--- src/rtl/unexpected_msg_store.sv ---
// ---------------------------------------------------------------------------
// unexpected_msg_store
//
// Age-ordered store for eager MPI messages that arrive before a matching
// receive is posted. Index 0 holds the oldest entry. Valid entries always
// sit contiguously in indices 0..count-1.
//
// A lookup matches on (source, tag). Either field can be a wildcard. The
// oldest matching entry is returned one cycle later and removed, which
// preserves MPI non-overtaking order. Younger entries shift down to close
// the gap. A write in the same cycle lands at the new tail.
//
// Ports:
//   clk, rst              single clock; synchronous active-high reset
//   wr_valid/wr_ready     network write handshake (ready = count < DEPTH)
//   wr_src/tag/data       packet being written
//   rd_req                single-cycle lookup strobe
//   rd_src/tag            lookup key
//   rd_any_src/any_tag    wildcard enables for the key fields
//   rsp_valid             one-cycle pulse, one cycle after rd_req
//   rsp_hit               a match was found and removed
//   rsp_src/tag/data      matched entry, or zero on a miss
//   count, empty, full    occupancy, from the registered count only
// ---------------------------------------------------------------------------
module unexpected_msg_store #(
    parameter int DATA_WIDTH = 128,
    parameter int SRC_WIDTH  = 4,
    parameter int TAG_WIDTH  = 8,
    parameter int DEPTH      = 8,
    parameter int CNT_WIDTH  = $clog2(DEPTH + 1)
) (
    input  logic                  clk,
    input  logic                  rst,
    input  logic                  wr_valid,
    output logic                  wr_ready,
    input  logic [SRC_WIDTH-1:0]  wr_src,
    input  logic [TAG_WIDTH-1:0]  wr_tag,
    input  logic [DATA_WIDTH-1:0] wr_data,
    input  logic                  rd_req,
    input  logic [SRC_WIDTH-1:0]  rd_src,
    input  logic [TAG_WIDTH-1:0]  rd_tag,
    input  logic                  rd_any_src,
    input  logic                  rd_any_tag,
    output logic                  rsp_valid,
    output logic                  rsp_hit,
    output logic [SRC_WIDTH-1:0]  rsp_src,
    output logic [TAG_WIDTH-1:0]  rsp_tag,
    output logic [DATA_WIDTH-1:0] rsp_data,
    output logic [CNT_WIDTH-1:0]  count,
    output logic                  empty,
    output logic                  full
);

    // Entry storage and occupancy
    logic [SRC_WIDTH-1:0]  src_q  [DEPTH];
    logic [SRC_WIDTH-1:0]  src_d  [DEPTH];
    logic [TAG_WIDTH-1:0]  tag_q  [DEPTH];
    logic [TAG_WIDTH-1:0]  tag_d  [DEPTH];
    logic [DATA_WIDTH-1:0] data_q [DEPTH];
    logic [DATA_WIDTH-1:0] data_d [DEPTH];
    logic [CNT_WIDTH-1:0]  count_q, count_d;

    // Registered response
    logic                  rsp_valid_q, rsp_valid_d;
    logic                  rsp_hit_q,   rsp_hit_d;
    logic [SRC_WIDTH-1:0]  rsp_src_q,   rsp_src_d;
    logic [TAG_WIDTH-1:0]  rsp_tag_q,   rsp_tag_d;
    logic [DATA_WIDTH-1:0] rsp_data_q,  rsp_data_d;

    // Lookup result against start-of-cycle contents
    logic                  hit;
    logic [CNT_WIDTH-1:0]  hit_idx;
    logic [SRC_WIDTH-1:0]  hit_src;
    logic [TAG_WIDTH-1:0]  hit_tag;
    logic [DATA_WIDTH-1:0] hit_data;

    logic                  wr_accept;
    logic [CNT_WIDTH-1:0]  wr_pos;

    // Status depends only on the registered count, so there is no
    // combinational path from rd_req to wr_ready.
    assign wr_ready  = (count_q < CNT_WIDTH'(DEPTH));
    assign full      = (count_q == CNT_WIDTH'(DEPTH));
    assign empty     = (count_q == '0);
    assign count     = count_q;
    assign wr_accept = wr_valid && wr_ready;

    assign rsp_valid = rsp_valid_q;
    assign rsp_hit   = rsp_hit_q;
    assign rsp_src   = rsp_src_q;
    assign rsp_tag   = rsp_tag_q;
    assign rsp_data  = rsp_data_q;

    // Priority search: the first match in ascending index order is the oldest.
    always_comb begin
        // NOTE: every combinational output gets a default first so that no
        // path through the block leaves it unassigned (which would infer a latch).
        hit      = 1'b0;
        hit_idx  = '0;
        hit_src  = '0;
        hit_tag  = '0;
        hit_data = '0;
        if (rd_req) begin
            for (int i = 0; i < DEPTH; i++) begin
                if (!hit && (CNT_WIDTH'(i) < count_q) &&
                    (rd_any_src || (src_q[i] == rd_src)) &&
                    (rd_any_tag || (tag_q[i] == rd_tag))) begin
                    hit      = 1'b1;
                    hit_idx  = CNT_WIDTH'(i);
                    hit_src  = src_q[i];
                    hit_tag  = tag_q[i];
                    hit_data = data_q[i];
                end
            end
        end
    end

    // Next state: shift out the removed entry, then append the new tail.
    always_comb begin
        src_d  = src_q;
        tag_d  = tag_q;
        data_d = data_q;

        // A removal moves the tail down one slot, so a concurrent write
        // lands at count-1 instead of count.
        wr_pos = hit ? (count_q - 1'b1) : count_q;

        for (int i = 0; i < DEPTH - 1; i++) begin
            if (hit && (CNT_WIDTH'(i) >= hit_idx)) begin
                src_d[i]  = src_q[i+1];
                tag_d[i]  = tag_q[i+1];
                data_d[i] = data_q[i+1];
            end
        end

        // The write is applied after the shift so it wins at the tail slot.
        for (int i = 0; i < DEPTH; i++) begin
            if (wr_accept && (CNT_WIDTH'(i) == wr_pos)) begin
                src_d[i]  = wr_src;
                tag_d[i]  = wr_tag;
                data_d[i] = wr_data;
            end
        end

        case ({wr_accept, hit})
            2'b10:   count_d = count_q + 1'b1;
            2'b01:   count_d = count_q - 1'b1;
            default: count_d = count_q;
        endcase

        rsp_valid_d = rd_req;
        rsp_hit_d   = hit;
        rsp_src_d   = hit_src;
        rsp_tag_d   = hit_tag;
        rsp_data_d  = hit_data;
    end

    always_ff @(posedge clk) begin
        if (rst) begin
            // NOTE: the entry array is cleared on reset on purpose, so entries
            // beyond count start out as zeros rather than unknown values.
            for (int i = 0; i < DEPTH; i++) begin
                src_q[i]  <= '0;
                tag_q[i]  <= '0;
                data_q[i] <= '0;
            end
            count_q     <= '0;
            rsp_valid_q <= 1'b0;
            rsp_hit_q   <= 1'b0;
            rsp_src_q   <= '0;
            rsp_tag_q   <= '0;
            rsp_data_q  <= '0;
        end else begin
            // NOTE: state registers use non-blocking assignment so that every
            // register samples the values from before this edge.
            src_q       <= src_d;
            tag_q       <= tag_d;
            data_q      <= data_d;
            count_q     <= count_d;
            rsp_valid_q <= rsp_valid_d;
            rsp_hit_q   <= rsp_hit_d;
            rsp_src_q   <= rsp_src_d;
            rsp_tag_q   <= rsp_tag_d;
            rsp_data_q  <= rsp_data_d;
        end
    end

endmodule

--- config.mk ---
export PLATFORM = sky130hd
export DESIGN_NAME = unexpected_msg_store
export DESIGN_NICKNAME = d
export VERILOG_FILES = /design/src/rtl/unexpected_msg_store.sv
export SDC_FILE = /design/constraint.sdc
export NUM_CORES = 2
export LEC_CHECK = 0
export ABC_AREA = 1
export CAP_MARGIN = 10
export CORE_ASPECT_RATIO = 0.75
export CORE_MARGIN = 8
export CORE_UTILIZATION = 45
export CTS_BUF_LIST = sky130_fd_sc_hd__clkbuf_4
export CTS_CLUSTER_SIZE = 30
export DETAILED_ROUTE_END_ITERATION = 12
export SYNTH_ARGS = -nofsm -noshare
export SYNTH_HDL_FRONTEND = slang
export SYNTH_SLANG_ARGS = --single-unit
--- constraint.sdc ---
create_clock -name clk -period 3.27 [get_ports clk]
set_input_delay 0.8175 -clock clk [delete_from_list [all_inputs] [get_ports clk]]
set_output_delay 0.8175 -clock clk [all_outputs]
set_load 0.005 [all_outputs]
==> impl_metrics.yaml <==
routing:
  wl_per_cell_um: 25.19
  via_count: 81620
  drtPass1Iterations: 8
  wl_um: 330700
  drcViolationCount: 0
  postRouteAntennaNets: 0
  viasPerCell: 6.216
  drt_iter0_markers: 12480
sta:
  finalHoldViolations: 0
  rsz0062_at_grt: "yes"
  slew_headroom: 0.1293
  min_period_ns: 3.332
  tightest_slew_ns: 1.306
  fin_setup_tns_ns: -0.6368
  layout_setup_ws_ns: -0.06197
  final-setup-viol-count: 27
  max_freq_ghz: 0.3001
  fin_skew_ns: 0.1107
  final_max_slew_viol_count: 0
  min_period_over_period: 1.019
synth:
  synth_edf_count: 0
  synthSimpleGateAreaFrac: 0.3527
  seq_area_frac_synth: 0.3770
  netlist_area_sq_um: 67220
  synth_nets: 10620
  synth_top_family_by_area: "simple AND/OR/NAND/NOR gates"
  synth_seq_cells: 1266
  syn_inst: 10450
  syn-mean-instance-area_sq_um: 6.430
  synthArstFlopShare: 0
  synth_cell_types: 40
  synth_warnings: 0
  synth_ff_type: "dfxtp_1"
  synth.area.mux_share: 0
  synth-compound-area-share: 0.1806
  synth_adder_area_share: 0.0009307
  synth_xor_xnor_area_share: 0.007948
pwr:
  cellPowerDensity_nw_per_um2: 987.3
  ir_drop_mv: 0.9403
  swShare: 0.5041
  p_sw_uw: 42050
  pwr-share-seq: 0.244
  intPower_uw: 41370
  power.leakage_uw: 0.03088
  clkPwrFrac: 0.176
  combPwrFrac: 0.580
critical_path:
  cp_max_fo: 15
  crit_path_end_kind: "flop"
  slowest_delay_ns: 0.33
  crit_start: "count[1]"
  worstPathRequired_ns: 4.43
  path_cells: "inv_2 > buf_6 > ha_2 > nor2_1 > nor2_1 > a21oi_1 > nand2_2 > buf_6 > nand3_4 > nor2_4 > nand4_1 > nor2_4 > buf_6 > buf_12 > nor2_4 > nand3_4 > buf_12 > nand2_8 > buf_12 > clkinv_16 > buf_16 > nand3_1 > a21oi_1"
  critPathSlowestCell: "dfxtp_2"
  path_buf_inv: 9
  critPathKind: "reg -> reg"
  cp.arrival_ns: 4.49
  crit_family: "buffers and inverters"
  crit_path_start_kind: "flop"
  reg2reg_from: "count[1]"
die:
  io_pins: 307
  die_x_um: 462.3
  row_count: 122
  dieHeight_um: 350.7
  core-area_sq_um: 147900
  fp.dieArea_sq_um: 162100
  start_util: 0.4544
placement:
  pre_cts_ws_ns: -1.240
  port_buffers: 306
  place.gp.congestion: 0.9613
  dp_hpwl_um: 193900
status:
  violations: "negative setup slack"
  status: "complete, but fails checks"
hold_path:
  hp-start: "wr_data[6]"
  hold_class: "in -> reg"
clock_network:
  cts-root-buf: "clkbuf_4"
  htree_levels: 5
  clockBufferDepth: 4
  cts_tree: "yes"
  clkTransAtPathRegs_ns: 0.07
  cts_made_buffers: 354
  insertion_delay_ns: 1.44
  cts_sinks: 1266
finish:
  area_delta_synth_final_pct: 25.69
  drive_gt1_frac: 0.1445
  final_nets: 11060
grt:
  grtUsageTotal: 0.3621
  grt_start_max_net_pins: 210
  antenna_found_initial: 6
  overflow: 0
  grt_pass1_wl_um: 463500
  grt_pass1_vias: 74000
flow_run:
  max-cap-violations: 0
path summary, 6_finish.rpt:
check	endpoint	slack, ns	depth (start not counted)
hold / removal	data_q[6]	0.18	3
setup reg to reg	data_q[408]	-0.06	23
setup / recovery	data_q[408]	-0.06	23
hold reg to reg	data_q[993]	0.48	2
layer usage:
layer / vias to the layer above / GRT usage / routed length [um]
met5: - / 0 / 15
met4: 2 / 0.1762 / 17600
met3: 1094 / 0.09090 / 47900
met2: 6345 / 0.5185 / 133100
met1: 37810 / 0.5056 / 132100
li1: 36370 / - / -
worst reg2reg max path, stage by stage (launching register included):
cell and delay (ns):
dfxtp_2 0.33, inv_2 0.06, buf_6 0.12, ha_2 0.16, nor2_1 0.11, nor2_1 0.06, a21oi_1 0.16, nand2_2 0.12
buf_6 0.15, nand3_4 0.08, nor2_4 0.06, nand4_1 0.14, nor2_4 0.06, buf_6 0.13, buf_12 0.12, nor2_4 0.19
nand3_4 0.15, buf_12 0.17, nand2_8 0.12, buf_12 0.14, clkinv_16 0.11, buf_16 0.19, nand3_1 0.13, a21oi_1 0.06
cell families (layout without fill, tap and decap cells):
kind of cell,Yosys count,in the layout
AOI/OAI and AO/OA,2306,2306
and+or+nand+nor,5559,5560
adders and majority gates,5,5
other,0,6
xor gates and xnor gates,61,61
DFF,1266,1266
buffers and inverters,1257,1944
synthesized netlist by cell type (2+ instances only):
library cell | instances | area share
a221oi_1 | 132 | 0.017
xor2_1 | 33 | 0.0043
o21ai_0 | 705 | 0.052
buf_4 | 63 | 0.0070
o221ai_1 | 4 | 0.00052
dfxtp_1 | 1266 | 0.38
inv_2 | 24 | 0.0013
nor2_2 | 8 | 0.00074
a41oi_1 | 4 | 0.00052
clkbuf_1 | 595 | 0.033
nor2_1 | 164 | 0.0092
inv_1 | 223 | 0.012
ha_1 | 5 | 0.00093
a21oi_1 | 1162 | 0.087
a31oi_1 | 20 | 0.0019
nand4_1 | 113 | 0.011
nand3_1 | 1942 | 0.14
o21ai_1 | 261 | 0.019
buf_1 | 67 | 0.0037
o211ai_1 | 3 | 0.00034
nand4_4 | 2 | 0.00063
nand2_2 | 6 | 0.00056
xnor2_1 | 28 | 0.0036
o22ai_1 | 9 | 0.00084
nand2_1 | 3315 | 0.19
clkinv_1 | 3 | 0.00017
o2111ai_1 | 2 | 0.00026
buf_2 | 262 | 0.020
buf_6 | 20 | 0.0034
nor3_1 | 3 | 0.00022
area by class of cell:
class | instances | area, sq um
antenna | 6 | 15.01
clock buffer | 502 | 3769
clock inverter | 96 | 461.7
fill | 14190 | 63420
inverter | 250 | 1040
multi-input combinational | 7932 | 37660
sequential | 1266 | 25380
tap | 1984 | 2482
timing repair buffer | 1093 | 13640
timing repair inverter | 3 | 40.04
what timing repair did:
| action | 4_1_cts | 5_1_grt |
|---|---|---|
| cloned | 0 | 58 |
| resized for setup | 46 | 333 |
| buffers inserted | 13 | 33 |
| setup endpoints to repair | 1124 | 1173 |
| hold buffers | 1 | 0 |
| pin swaps | 8 | 80 |
| hold endpoints to repair | 18 | 0 |
registers in the layout, indices dropped and copies added (netlist names):
| register | count |
|---|---|
| count | 4 |
| rsp_valid | 1 |
| rsp_data | 128 |
| data_q | 1024 |
| tag_q | 64 |
| rsp_tag | 8 |
| rsp_src | 4 |
| rsp_hit | 1 |
| src_q | 32 |
metrics by stage:
stage	total power, uW	std cells	utilization	area, sq um	hold slack, ns
detailed placement	60490	12430	0.5207	77020	0.4748
finish	83410	13130	0.5712	84490	0.1818
floorplan	39720	10450	-	67220	0.4553
global placement	60070	12430	0.5207	77020	0.4692
global route	85530	13130	0.5712	84490	0.1421
CTS	75180	13040	0.5506	81450	0.07712
power by group through the flow:
stage / clock network [uW] / registers, uW / logic [uW]
2_1_floorplan: 0 / 20100 / 19600
3_3_place_gp: 0 / 20500 / 39600
3_5_place_dp: 0 / 20600 / 39900
4_1_cts: 14700 / 20200 / 40200
5_1_grt: 15600 / 20700 / 49200
6_report: 14700 / 20400 / 48400
cell usage in the layout, fill, tap and decap left out, types with 218 or more instances in the layout:
cell,synthesis,layout
nand2_1,3315,3241
nand3_1,1942,1894
dfxtp_1,1266,1239
a21oi_1,1162,1102
o21ai_0,705,702
clkbuf_4,0,502
buf_4,63,427
clkdlybuf4s50_1,0,293
o21ai_1,261,260
buf_12,0,243
inv_1,223,218
No activity file was read; power rests on OpenSTA's default activity.
